## src/rtl/frame_trigger_matcher_pkg.sv

```systemverilog
// rtl/frame_trigger_matcher_pkg.sv - shared types and constants for frame_trigger_matcher
package frame_trigger_matcher_pkg;

  localparam int FTM_DATA_W  = 32;
  localparam int FTM_STRB_W  = FTM_DATA_W / 8;
  localparam int FTM_COUNT_W = 16;

  typedef enum logic [2:0] {
    FTM_IDLE,
    FTM_COMPARE,
    FTM_TRIGGER,
    FTM_CAPTURE,
    FTM_SKIP
  } ftm_state_e;

  // Trigger count sticks at all-ones instead of wrapping back to zero
  function automatic logic [FTM_COUNT_W-1:0] sat_inc(input logic [FTM_COUNT_W-1:0] v);
    return (&v) ? v : v + 1'b1;
  endfunction

endpackage

```

## src/rtl/frame_trigger_matcher_if.sv

```systemverilog
// rtl/frame_trigger_matcher_if.sv - receive-beat snoop bus for frame_trigger_matcher
interface frame_trigger_matcher_if;
  import frame_trigger_matcher_pkg::*;

  logic [FTM_DATA_W-1:0] RvviAxiRdata;
  logic [FTM_STRB_W-1:0] RvviAxiRstrb;
  logic                  RvviAxiRlast;
  logic                  RvviAxiRvalid;

  modport master (output RvviAxiRdata, output RvviAxiRstrb, output RvviAxiRlast, output RvviAxiRvalid);
  modport slave  (input  RvviAxiRdata, input  RvviAxiRstrb, input  RvviAxiRlast, input  RvviAxiRvalid);

endinterface

```

## src/rtl/trigger_pattern_cmp.sv

```systemverilog
// rtl/trigger_pattern_cmp.sv - per-byte masked compare of one beat against one pattern word
module trigger_pattern_cmp
  import frame_trigger_matcher_pkg::*;
(
  input  logic [FTM_DATA_W-1:0] word_i,
  input  logic [FTM_DATA_W-1:0] mask_i,
  input  logic [FTM_STRB_W-1:0] strb_i,
  input  logic [FTM_DATA_W-1:0] data_i,
  output logic [FTM_STRB_W-1:0] byte_pass_o
);

  logic [FTM_DATA_W-1:0] diff;

  assign diff = (data_i ^ word_i) & mask_i;

  // A byte passes when its compared bits agree; a byte with any compared bit must also be strobed
  always_comb begin
    byte_pass_o = '0;
    for (int j = 0; j < FTM_STRB_W; j++) begin
      byte_pass_o[j] = (diff[j*8 +: 8] == 8'h00) && ((mask_i[j*8 +: 8] == 8'h00) || strb_i[j]);
    end
  end

endmodule

```

## src/rtl/frame_trigger_matcher.sv

```systemverilog
// rtl/frame_trigger_matcher.sv - multi-pattern frame-start trigger with post-trigger message capture
module frame_trigger_matcher
  import frame_trigger_matcher_pkg::*;
#(
  parameter  int WORDS        = 5,
  parameter  int NUM_PATTERNS = 2,
  parameter  int TRIG_CYCLES  = 10,
  parameter  int MSG_WORDS    = 1,
  localparam int ID_W         = (NUM_PATTERNS > 1) ? $clog2(NUM_PATTERNS) : 1,
  localparam int PW           = NUM_PATTERNS * WORDS * FTM_DATA_W
) (
  input  logic                            clk,
  input  logic                            reset,
  frame_trigger_matcher_if.slave          rx,
  input  logic [PW-1:0]                   PatternString_i,
  input  logic [PW-1:0]                   PatternMask_i,
  input  logic [NUM_PATTERNS-1:0]         PatternEn_i,
  output logic                            IlaTrigger_o,
  output logic [ID_W-1:0]                 TriggerId_o,
  output logic [MSG_WORDS*FTM_DATA_W-1:0] TriggerMessage_o,
  output logic                            MessageValid_o,
  output logic [FTM_COUNT_W-1:0]          TriggerCount_o
);

  localparam int IDX_W  = $clog2(WORDS + 1);
  localparam int PC_W   = $clog2(TRIG_CYCLES + 1);
  localparam int SLOT_W = $clog2(MSG_WORDS + 1);

  ftm_state_e                      state_q, state_d;
  logic [IDX_W-1:0]                word_idx_q, word_idx_d;
  logic [NUM_PATTERNS-1:0]         alive_q, alive_d, alive_cur, word_pass;
  logic [PC_W-1:0]                 pulse_q, pulse_d;
  logic [SLOT_W-1:0]               slot_q, slot_d, cap_slot;
  logic                            last_q, last_d;
  logic [ID_W-1:0]                 id_q, id_d;
  logic [FTM_COUNT_W-1:0]          count_q, count_d;
  logic [MSG_WORDS*FTM_DATA_W-1:0] msg_q, msg_d;
  logic                            mvalid_q, mvalid_d;
  logic                            beat, rlast, cmp_beat, match, fire, cap_beat, cap_done;
  int                              word_sel;
  logic [FTM_DATA_W-1:0]           pat_word [NUM_PATTERNS];
  logic [FTM_DATA_W-1:0]           pat_mask [NUM_PATTERNS];

  assign beat  = rx.RvviAxiRvalid;
  assign rlast = rx.RvviAxiRlast;

  // Select each pattern's word for the current beat; past WORDS the selection is never used
  always_comb begin
    word_sel = (int'(word_idx_q) < WORDS) ? int'(word_idx_q) : 0;
    for (int p = 0; p < NUM_PATTERNS; p++) begin
      pat_word[p] = PatternString_i[(p*WORDS + word_sel)*FTM_DATA_W +: FTM_DATA_W];
      pat_mask[p] = PatternMask_i[(p*WORDS + word_sel)*FTM_DATA_W +: FTM_DATA_W];
    end
  end

  for (genvar p = 0; p < NUM_PATTERNS; p++) begin : g_cmp
    logic [FTM_STRB_W-1:0] byte_pass;
    trigger_pattern_cmp u_cmp (
      .word_i      (pat_word[p]),
      .mask_i      (pat_mask[p]),
      .strb_i      (rx.RvviAxiRstrb),
      .data_i      (rx.RvviAxiRdata),
      .byte_pass_o (byte_pass)
    );
    assign word_pass[p] = &byte_pass;
  end

  // The first beat of a frame starts from the enables; later beats narrow the surviving set
  assign alive_cur = ((state_q == FTM_IDLE) ? PatternEn_i : alive_q) & word_pass;
  assign match     = cmp_beat && (word_idx_q == IDX_W'(WORDS - 1)) && (|alive_cur);
  assign cap_done  = cap_beat && ((cap_slot == SLOT_W'(MSG_WORDS - 1)) || rlast);

  // FSM state register
  always_ff @(posedge clk) begin
    if (!reset) state_q <= FTM_IDLE;
    else        state_q <= state_d;
  end

  // FSM next-state logic
  always_comb begin
    state_d = state_q;
    case (state_q)
      FTM_IDLE, FTM_COMPARE: begin
        if (beat) begin
          if (match)                 state_d = FTM_TRIGGER;
          else if (rlast)            state_d = FTM_IDLE;
          else if (alive_cur == '0)  state_d = FTM_SKIP;
          else                       state_d = FTM_COMPARE;
        end
      end
      FTM_TRIGGER: begin
        if (last_q)        state_d = FTM_IDLE;
        else if (cap_done) state_d = rlast ? FTM_IDLE : FTM_SKIP;
        else               state_d = FTM_CAPTURE;
      end
      FTM_CAPTURE: if (cap_done) state_d = rlast ? FTM_IDLE : FTM_SKIP;
      FTM_SKIP:    if (beat && rlast) state_d = FTM_IDLE;
      default:     state_d = FTM_IDLE;
    endcase
  end

  // FSM outputs: the beat following a match lands in message slot 0 during the TRIGGER cycle
  always_comb begin
    cmp_beat = 1'b0;
    fire     = 1'b0;
    cap_beat = 1'b0;
    cap_slot = slot_q;
    case (state_q)
      FTM_IDLE, FTM_COMPARE: cmp_beat = beat;
      FTM_TRIGGER: begin
        fire     = 1'b1;
        cap_beat = beat && !last_q;
        cap_slot = '0;
      end
      FTM_CAPTURE: cap_beat = beat;
      default: ;
    endcase
  end

  // Datapath next state: word index, alive set, latched trigger results, pulse timer, message slots
  always_comb begin
    word_idx_d = word_idx_q;
    alive_d    = alive_q;
    last_d     = last_q;
    id_d       = id_q;
    count_d    = count_q;
    msg_d      = msg_q;
    slot_d     = slot_q;
    pulse_d    = (pulse_q != '0) ? pulse_q - 1'b1 : pulse_q;
    mvalid_d   = cap_done || (fire && last_q);
    if (beat) begin
      if (rlast)                            word_idx_d = '0;
      else if (word_idx_q != IDX_W'(WORDS)) word_idx_d = word_idx_q + 1'b1;
    end
    if (cmp_beat) alive_d = alive_cur;
    if (match)    last_d  = rlast;
    if (fire) begin
      pulse_d = PC_W'(TRIG_CYCLES);
      count_d = sat_inc(count_q);
      msg_d   = '0;
      slot_d  = '0;
      for (int p = NUM_PATTERNS - 1; p >= 0; p--) begin
        if (alive_q[p]) id_d = ID_W'(p);
      end
    end
    if (cap_beat) begin
      msg_d[int'(cap_slot)*FTM_DATA_W +: FTM_DATA_W] = rx.RvviAxiRdata;
      slot_d = cap_slot + 1'b1;
    end
  end

  // Datapath registers
  always_ff @(posedge clk) begin
    if (!reset) begin
      word_idx_q <= '0;
      alive_q    <= '0;
      last_q     <= 1'b0;
      id_q       <= '0;
      count_q    <= '0;
      msg_q      <= '0;
      slot_q     <= '0;
      pulse_q    <= '0;
      mvalid_q   <= 1'b0;
    end else begin
      word_idx_q <= word_idx_d;
      alive_q    <= alive_d;
      last_q     <= last_d;
      id_q       <= id_d;
      count_q    <= count_d;
      msg_q      <= msg_d;
      slot_q     <= slot_d;
      pulse_q    <= pulse_d;
      mvalid_q   <= mvalid_d;
    end
  end

  assign IlaTrigger_o     = (pulse_q != '0);
  assign TriggerId_o      = id_q;
  assign TriggerMessage_o = msg_q;
  assign MessageValid_o   = mvalid_q;
  assign TriggerCount_o   = count_q;

endmodule

```

## src/flat_wrapper.sv

```systemverilog
// flat-port wrapper written by rule: the top's interface ports become plain ports
module frame_trigger_matcher_flat import frame_trigger_matcher_pkg::*;
#(
  parameter  int WORDS        = 5,
  parameter  int NUM_PATTERNS = 2,
  parameter  int TRIG_CYCLES  = 10,
  parameter  int MSG_WORDS    = 1,
  localparam int ID_W         = (NUM_PATTERNS > 1) ? $clog2(NUM_PATTERNS) : 1,
  localparam int PW           = NUM_PATTERNS * WORDS * FTM_DATA_W
)
  (clk, reset, PatternString_i, PatternMask_i, PatternEn_i, IlaTrigger_o, TriggerId_o, TriggerMessage_o, MessageValid_o, TriggerCount_o, rx_RvviAxiRdata, rx_RvviAxiRstrb, rx_RvviAxiRlast, rx_RvviAxiRvalid);
  frame_trigger_matcher_if rx_i ();
  input  logic clk;
  input  logic reset;
  input  logic [PW-1:0] PatternString_i;
  input  logic [PW-1:0] PatternMask_i;
  input  logic [NUM_PATTERNS-1:0] PatternEn_i;
  output logic IlaTrigger_o;
  output logic [ID_W-1:0] TriggerId_o;
  output logic [MSG_WORDS*FTM_DATA_W-1:0] TriggerMessage_o;
  output logic MessageValid_o;
  output logic [FTM_COUNT_W-1:0] TriggerCount_o;
  input wire logic [$bits(rx_i.RvviAxiRdata)-1:0] rx_RvviAxiRdata;
  input wire logic [$bits(rx_i.RvviAxiRstrb)-1:0] rx_RvviAxiRstrb;
  input wire logic [$bits(rx_i.RvviAxiRlast)-1:0] rx_RvviAxiRlast;
  input wire logic [$bits(rx_i.RvviAxiRvalid)-1:0] rx_RvviAxiRvalid;
  assign rx_i.RvviAxiRdata = rx_RvviAxiRdata;
  assign rx_i.RvviAxiRstrb = rx_RvviAxiRstrb;
  assign rx_i.RvviAxiRlast = rx_RvviAxiRlast;
  assign rx_i.RvviAxiRvalid = rx_RvviAxiRvalid;
  frame_trigger_matcher #(.WORDS(WORDS), .NUM_PATTERNS(NUM_PATTERNS), .TRIG_CYCLES(TRIG_CYCLES), .MSG_WORDS(MSG_WORDS)) u_core (.clk(clk), .reset(reset), .rx(rx_i), .PatternString_i(PatternString_i), .PatternMask_i(PatternMask_i), .PatternEn_i(PatternEn_i), .IlaTrigger_o(IlaTrigger_o), .TriggerId_o(TriggerId_o), .TriggerMessage_o(TriggerMessage_o), .MessageValid_o(MessageValid_o), .TriggerCount_o(TriggerCount_o));
endmodule
```

## config.mk

```make
export PLATFORM = sky130hd
export DESIGN_NAME = frame_trigger_matcher_flat
export DESIGN_NICKNAME = d
export VERILOG_FILES = /design/src/rtl/frame_trigger_matcher_pkg.sv /design/src/rtl/frame_trigger_matcher_if.sv /design/src/rtl/trigger_pattern_cmp.sv /design/src/rtl/frame_trigger_matcher.sv /design/src/flat_wrapper.sv
export SDC_FILE = /design/constraint.sdc
export NUM_CORES = 1
export LEC_CHECK = 0
export ABC_CLOCK_PERIOD_IN_PS = 11600
export BUFFER_PORTS_ARGS = -buffer_cell sky130_fd_sc_hd__clkbuf_2
export CAP_MARGIN = 20
export CORE_AREA = 2 2 287 289
export CTS_BUF_LIST = sky130_fd_sc_hd__clkbuf_8
export DETAILED_ROUTE_END_ITERATION = 12
export DIE_AREA = 0 0 289 291
export HOLD_SLACK_MARGIN = 0.1
export PLACE_DENSITY = 0.47
export SYNTH_ARGS = -nofsm -noshare
export SYNTH_HDL_FRONTEND = slang
export SYNTH_SLANG_ARGS = --single-unit
export TNS_END_PERCENT = 5
```

## constraint.sdc

```tcl
create_clock -name clk -period 11.6 [get_ports clk]
set_input_delay 1.74 -clock clk [delete_from_list [all_inputs] [get_ports clk]]
set_output_delay 1.74 -clock clk [all_outputs]
set_load 0.05 [all_outputs]
```

Yosys cells after proc, flatten, opt, wreduce, memory -nomap -nowiden:

Cells that the tools add are included.

* add/sub/neg operators: 6
* bitwise gates (word level): 8
* shift operators: 6
* $lt $le $gt $ge: 1
* equality and inequality tests: 9
* reduce and logical (&&, ||, !) cells: 58
* mux-type cells: 27

Operators by type and width (number)
* 320-bit by 32-bit variable part select with 32-bit output: 4
* 8-bit zero test: 16
* 32-bit AND: 2
* 32-bit two-way mux: 2
* 32-bit bitwise XOR: 2
* 3-bit two-way mux: 12
* 6-bit negation with 33-bit output: 1
* 32-bit by 33-bit variable shift with 32-bit output (first input constant): 1
* 32-bit by 33-bit variable part select with 32-bit output: 1
* 32-bit bitwise mux: 1
* 4-bit by 27-bit adder with 27-bit output (first input constant): 1
* 16-bit by 1-bit adder with 16-bit output (second input constant): 1
* 16-bit AND reduction: 1
* 1-bit logical AND: 14
* 3-bit case mux with 4 select lines: 1
* 1-bit logical OR: 10
* 4-bit two-way mux: 2
* 4-bit AND reduction: 2
* 2-bit nonzero test: 4
* 1-bit two-way mux: 7
* 3-bit by 2-bit == test with 1-bit output (second input constant): 2
* 3-bit == test (second input constant): 2
* 2-bit AND reduction: 3
* 2-bit OR reduction: 3
* other kinds (17): 20

* word-level logic and storage cells: 126
* bits in registers: 64
* input port bits: 682

Depth between registers and ports, before layout:

* depth in word-level cells: 16
* gate-level depth with buffers: 26
* gate-level depth less buffers: 14

Modules after synthesis:

From an unflattened synthesis, not the netlist that was laid out.

* cells, all modules: 1214
* area, all modules: 8719.6 µm²

By module, submodules not included
* frame_trigger_matcher: area an instance 7698.6 µm², cells each 1078, times used 1
* trigger_pattern_cmp: area an instance 510.5 µm², cells each 68, times used 2

Worst setup path before layout:

No wires, ideal clock.

* kind: reg2reg
* from: register u_core.word_idx_q[2]
* to: register u_core.alive_q[1]
* clock period less this slack: 5896 ps
* data arrival time: 5831 ps
* cell stages (with the launch flop): 25
* library setup time: 65 ps
* setup slack: 5704 ps
* cells stage by stage: dfxtp_1 buf_4 nand2b_4 buf_12 inv_6 buf_4 buf_2 buf_2 buf_2 buf_1 clkbuf_1 ha_1 buf_2 buf_2 buf_2 buf_1 buf_1 mux4_2 a211oi_1 nor2_1 a2111oi_0 o2111ai_1 or4_4 o21a_1 nor2_1

* cells in the longest elaborated chain, start to end: 10

RTL lines
* from (decl): line frame_trigger_matcher.sv:30 `logic [IDX_W-1:0] word_idx_q, word_idx_d;`
* from (signal assigned): line frame_trigger_matcher.sv:165 `word_idx_q <= word_idx_d;`
* 3-bit < comparator: line frame_trigger_matcher.sv:49 `word_sel = (int'(word_idx_q) < WORDS) ? int'(word_idx_q) : 0;`
* 3-bit two-way mux *: line frame_trigger_matcher.sv:49
* 4-bit by 27-bit adder with 27-bit output *: line frame_trigger_matcher.sv:51, frame_trigger_matcher.sv:52
* 320-bit by 32-bit variable part select with 32-bit output: line frame_trigger_matcher.sv:51 `pat_word[p] = PatternString_i[(p*WORDS + word_sel)*FTM_DATA_W +: FTM_DATA_W];`
* 32-bit bitwise XOR: line trigger_pattern_cmp.sv:14 `assign diff = (data_i ^ word_i) & mask_i;`
* 32-bit AND: line trigger_pattern_cmp.sv:14
* 8-bit zero test: line trigger_pattern_cmp.sv:20 `byte_pass_o[j] = (diff[j*8 +: 8] == 8'h00) && ((mask_i[j*8 +: 8] == 8'h00) || strb_i[j]);`
* 1-bit logical AND: line trigger_pattern_cmp.sv:20
* 4-bit AND reduction *: line frame_trigger_matcher.sv:65 `assign word_pass[p] = &byte_pass;`
* 2-bit AND *: line frame_trigger_matcher.sv:69 `assign alive_cur = ((state_q == FTM_IDLE) ? PatternEn_i : alive_q) & word_pass;`
* to (signal assigned): line frame_trigger_matcher.sv:166 `alive_q <= alive_d;`
* to (decl): line frame_trigger_matcher.sv:31 `logic [NUM_PATTERNS-1:0] alive_q, alive_d, alive_cur, word_pass;`

Mark *: on every way between the ends. The rest lies on a longest branch, timed or not.
A chain may end at the register's enable or synchronous reset.

Worst setup path after layout:

Ends and elaborated chain as after synthesis.

==> impl_metrics.py <==
metrics = {
    "outcome": {
        "status": "completed",
    },
    "place": {
        "hpwl_um": 92600,
        "io_buffers": 732,
        "gp_congestion": 0.933,
    },
    "synthesis": {
        "synth_fp_nets": 2345,
        "synth-seq-area-share_pct": 10.4,
        "netlist-cell-type-count": 76,
        "syn_inst": 1658,
        "synthFlopType": "dfxtp_1",
        "avgSynthCellArea_um2": 7.45,
        "ys_seq_elements": 64,
        "synth_area_mm2": 0.0124,
        "synth_warnings": 0,
        "postSynth.asyncResetShare_pct": 0,
        "synth_edf_count": 0,
    },
    "route": {
        "top_layer": "met5",
        "wirelength_um": 113000,
        "met2WireLength_um": 55200,
        "vias_per_cell": 5.25,
        "drc": 0,
        "dr.pass1.iters": 6,
        "wl_met3_um": 9510,
        "ant_nets": 0,
        "drtIter0Drc": 1643,
        "wl_per_cell_um": 33.6,
        "drt-met1-wl_um": 45300,
        "vias": 17700,
    },
    "setup_path": {
        "path_cells": "nand2b_4 > inv_8 > ha_4 > clkinv_1 > nand3_1 > a21oi_1 > a2111oi_0 > o22ai_1 > or4_1 > or4_1 > or4_4 > o21a_1 > nor2_1",
        "slowest_delay_ps": 1060,
        "critical_path.top_delay_family": "simple AND/OR/NAND/NOR gates",
        "worst-path-buf-inv": 2,
        "startpoint_type": "flip-flop",
        "critPathSlowestCell": "clkinv_1",
        "cp.arrival_ps": 7920,
        "criticalPathCategory": "reg2reg",
        "cp_data_required_time_ps": 11900,
        "crit_top_cell": "or4_1",
        "path_max_fanout": 72,
        "end_kind": "flip-flop",
    },
    "timing": {
        "fin_crit_sh_pct": 65.7,
        "period_needed_ps": 7620,
        "setup_violations": 0,
        "skew_ps": 17.7,
        "rsz0062_at_grt": "no",
        "hold_viol": 0,
        "timing.fmax_mhz": 131,
        "setup-tns-final_ps": 0,
        "maxSlewHeadroom_pct": 8.98,
        "worstMarginPinSlew_ps": 1370,
        "drv_slew": 0,
    },
    "pwr": {
        "p_per_area_mw_per_mm2": 64.3,
        "ir_worst_vdd_mv": 0.0476,
        "sequentialPowerShare_pct": 20.1,
        "clockPowerShare_pct": 23.5,
        "internal_power_w": 0.000619,
        "leakage_nw": 7.50,
        "pwr-share-comb_pct": 56.4,
        "p_total_w": 0.00112,
        "switchingPower_w": 0.000502,
        "swShare_pct": 44.8,
    },
    "global_route": {
        "antenna_found_initial": 35,
        "track_usage_pct": 25.8,
        "grt_max_degree": 73,
        "grt_overflow_total": 0,
        "grt_pass1_wl_um": 151000,
        "grt_pass1_vias": 17700,
    },
    "floorplan": {
        "die_area_mm2": 0.0841,
        "io_pins": 733,
        "fp.coreArea_mm2": 0.0812,
        "rows": 105,
        "initial_core_util_pct": 15.2,
        "die_y_um": 291,
        "die_w_um": 289,
    },
    "clock_network": {
        "cts_resized": 0,
        "cts_tree": "done",
        "htree_levels": 3,
        "post-cts-setup-buffer-count": 0,
        "holdBufCountCts": 0,
        "cts_buffer_depth": 2,
        "cts_buffers": 9,
        "clkSlewWorstSetupHoldPaths_ps": 90,
        "cts.sinks": 64,
        "clk_latency_ps": 370,
        "clock-root-buffer": "clkbuf_8",
    },
    "finish": {
        "syn2layout_area_growth_pct": 41.1,
        "drive_above_1_share_pct": 42.0,
        "nNetsFinal": 2973,
    },
    "worst_hold_path": {
        "hp-class": "reg2reg",
    },
    "job": {
        "maxCapViolCount": 0,
    },
}
-- cells by family after synthesis --
family / Yosys count / synth area share, %
buf+inv: 174 / 5.93
flops: 64 / 10.4
compound gates: 601 / 31.2
mux: 221 / 26.8
xor+xnor: 79 / 5.66
simple gates: 514 / 19.5
fa+ha+maj: 5 / 0.506
-- flip-flops by register name (all words and copies together) (netlist names), 2 cells and up --
signal / count
u_core.TriggerCount_o: 16
u_core.TriggerMessage_o: 32
u_core.alive_q: 2
u_core.state_q: 3
u_core.word_idx_q: 3
u_core.pulse_q: 4
-- Yosys cell counts (12+ instances only) --
library cell	n	share of area, %
nand2_1	248	7.5
and3_1	12	0.61
mux2_2	49	4.5
nor3_1	30	1.2
a22oi_1	26	1.6
nor2_1	55	1.7
nand3_1	66	2.7
buf_1	27	0.82
a221oi_1	34	2.4
o22ai_1	86	4.4
clkbuf_1	96	2.9
a22o_1	26	1.8
o21ai_0	88	3.6
nand2b_1	12	0.61
a31oi_1	43	2.2
buf_2	31	1.3
a211oi_1	24	1.5
mux4_2	83	15
a21oi_1	184	7.5
and2_1	22	1.1
dfxtp_1	64	10
nand4_1	17	0.86
xnor2_1	34	2.4
xor2_1	44	3.1
mux2i_1	89	7.2
-- power groups by stage --
stage | clock network, W | logic, W | registers, W
floorplan | 0 | 0.000285 | 0.000228
global placement | 0 | 0.000631 | 0.000230
detailed placement | 0 | 0.000628 | 0.000230
CTS | 0.000267 | 0.000631 | 0.000225
global route | 0.000274 | 0.000666 | 0.000226
finish | 0.000263 | 0.000633 | 0.000225
-- routing by layer --
layer | up-vias | GRT usage (%)
met1 | 8735 | 32.3
met3 | 139 | 5.38
met2 | 1081 | 44.5
met4 | 38 | 6.59
met5 | - | 0
li1 | 7736 | -
-- cells in the final DEF (no fill, tap or decap), types with 6 or more instances in the layout --
master	n
diode_2	14
buf_4	43
a221oi_1	34
nor2b_1	8
and2_1	22
a22oi_1	26
dfxtp_1	61
xnor2_1	33
nand4_1	17
o21a_1	7
o211ai_1	8
nand2_1	248
o22a_1	6
a221o_1	10
nor4_1	10
o22ai_1	86
nand3_1	66
a31oi_1	43
xor2_1	44
o21ai_0	88
clkbuf_8	9
inv_1	8
a211oi_1	24
and3_1	12
mux4_2	83
nand2b_1	10
a22o_1	26
clkbuf_2	732
mux2i_1	87
nor2_1	51
or4_1	9
a32o_1	6
a21oi_1	183
mux2_2	49
nor3_1	26
-- cell type report --
cell class                      count  area (µm²)
Fill cell                        9284       63800
Multi-Input combinational cell   1420       10500
Timing Repair Buffer              776        4000
Tap cell                         1070        1340
Sequential cell                    64        1290
Clock inverter                      7         128
Clock buffer                        9         124
Inverter                           15        66.3
Antenna cell                       14        35.0
-- stage by stage --
stage | setup WS (ps) | instances | util, % | instance area, µm² | hold slack (ps)
2_1_floorplan | 5700 | 1658 | - | 12400 | 433
3_3_place_gp | 4050 | 3343 | 21.1 | 17100 | 457
3_5_place_dp | 4080 | 3345 | 21.1 | 17100 | 461
4_1_cts | 4030 | 3361 | 21.4 | 17400 | 473
5_1_grt | 3720 | 3368 | 21.5 | 17400 | 489
6_report | 3980 | 3375 | 21.5 | 17400 | 471
-- worst min-delay path, stage by stage, from the launching register on --
cell and delay [ps]:
dfxtp_1 320, nand3_1 60, a21oi_1 60
-- path summary, 6_finish.rpt --
kind	from	to	slack, ps	depth (start not counted)
min reg2reg	u_core.TriggerMessage_o[26]	u_core.TriggerMessage_o[26]	470	2
max	u_core.word_idx_q[2]	u_core.alive_q[1]	3980	13
min	u_core.TriggerMessage_o[26]	u_core.TriggerMessage_o[26]	470	2
max reg2reg	u_core.word_idx_q[2]	u_core.alive_q[1]	3980	13
No activity file was read; power rests on OpenSTA's default activity.
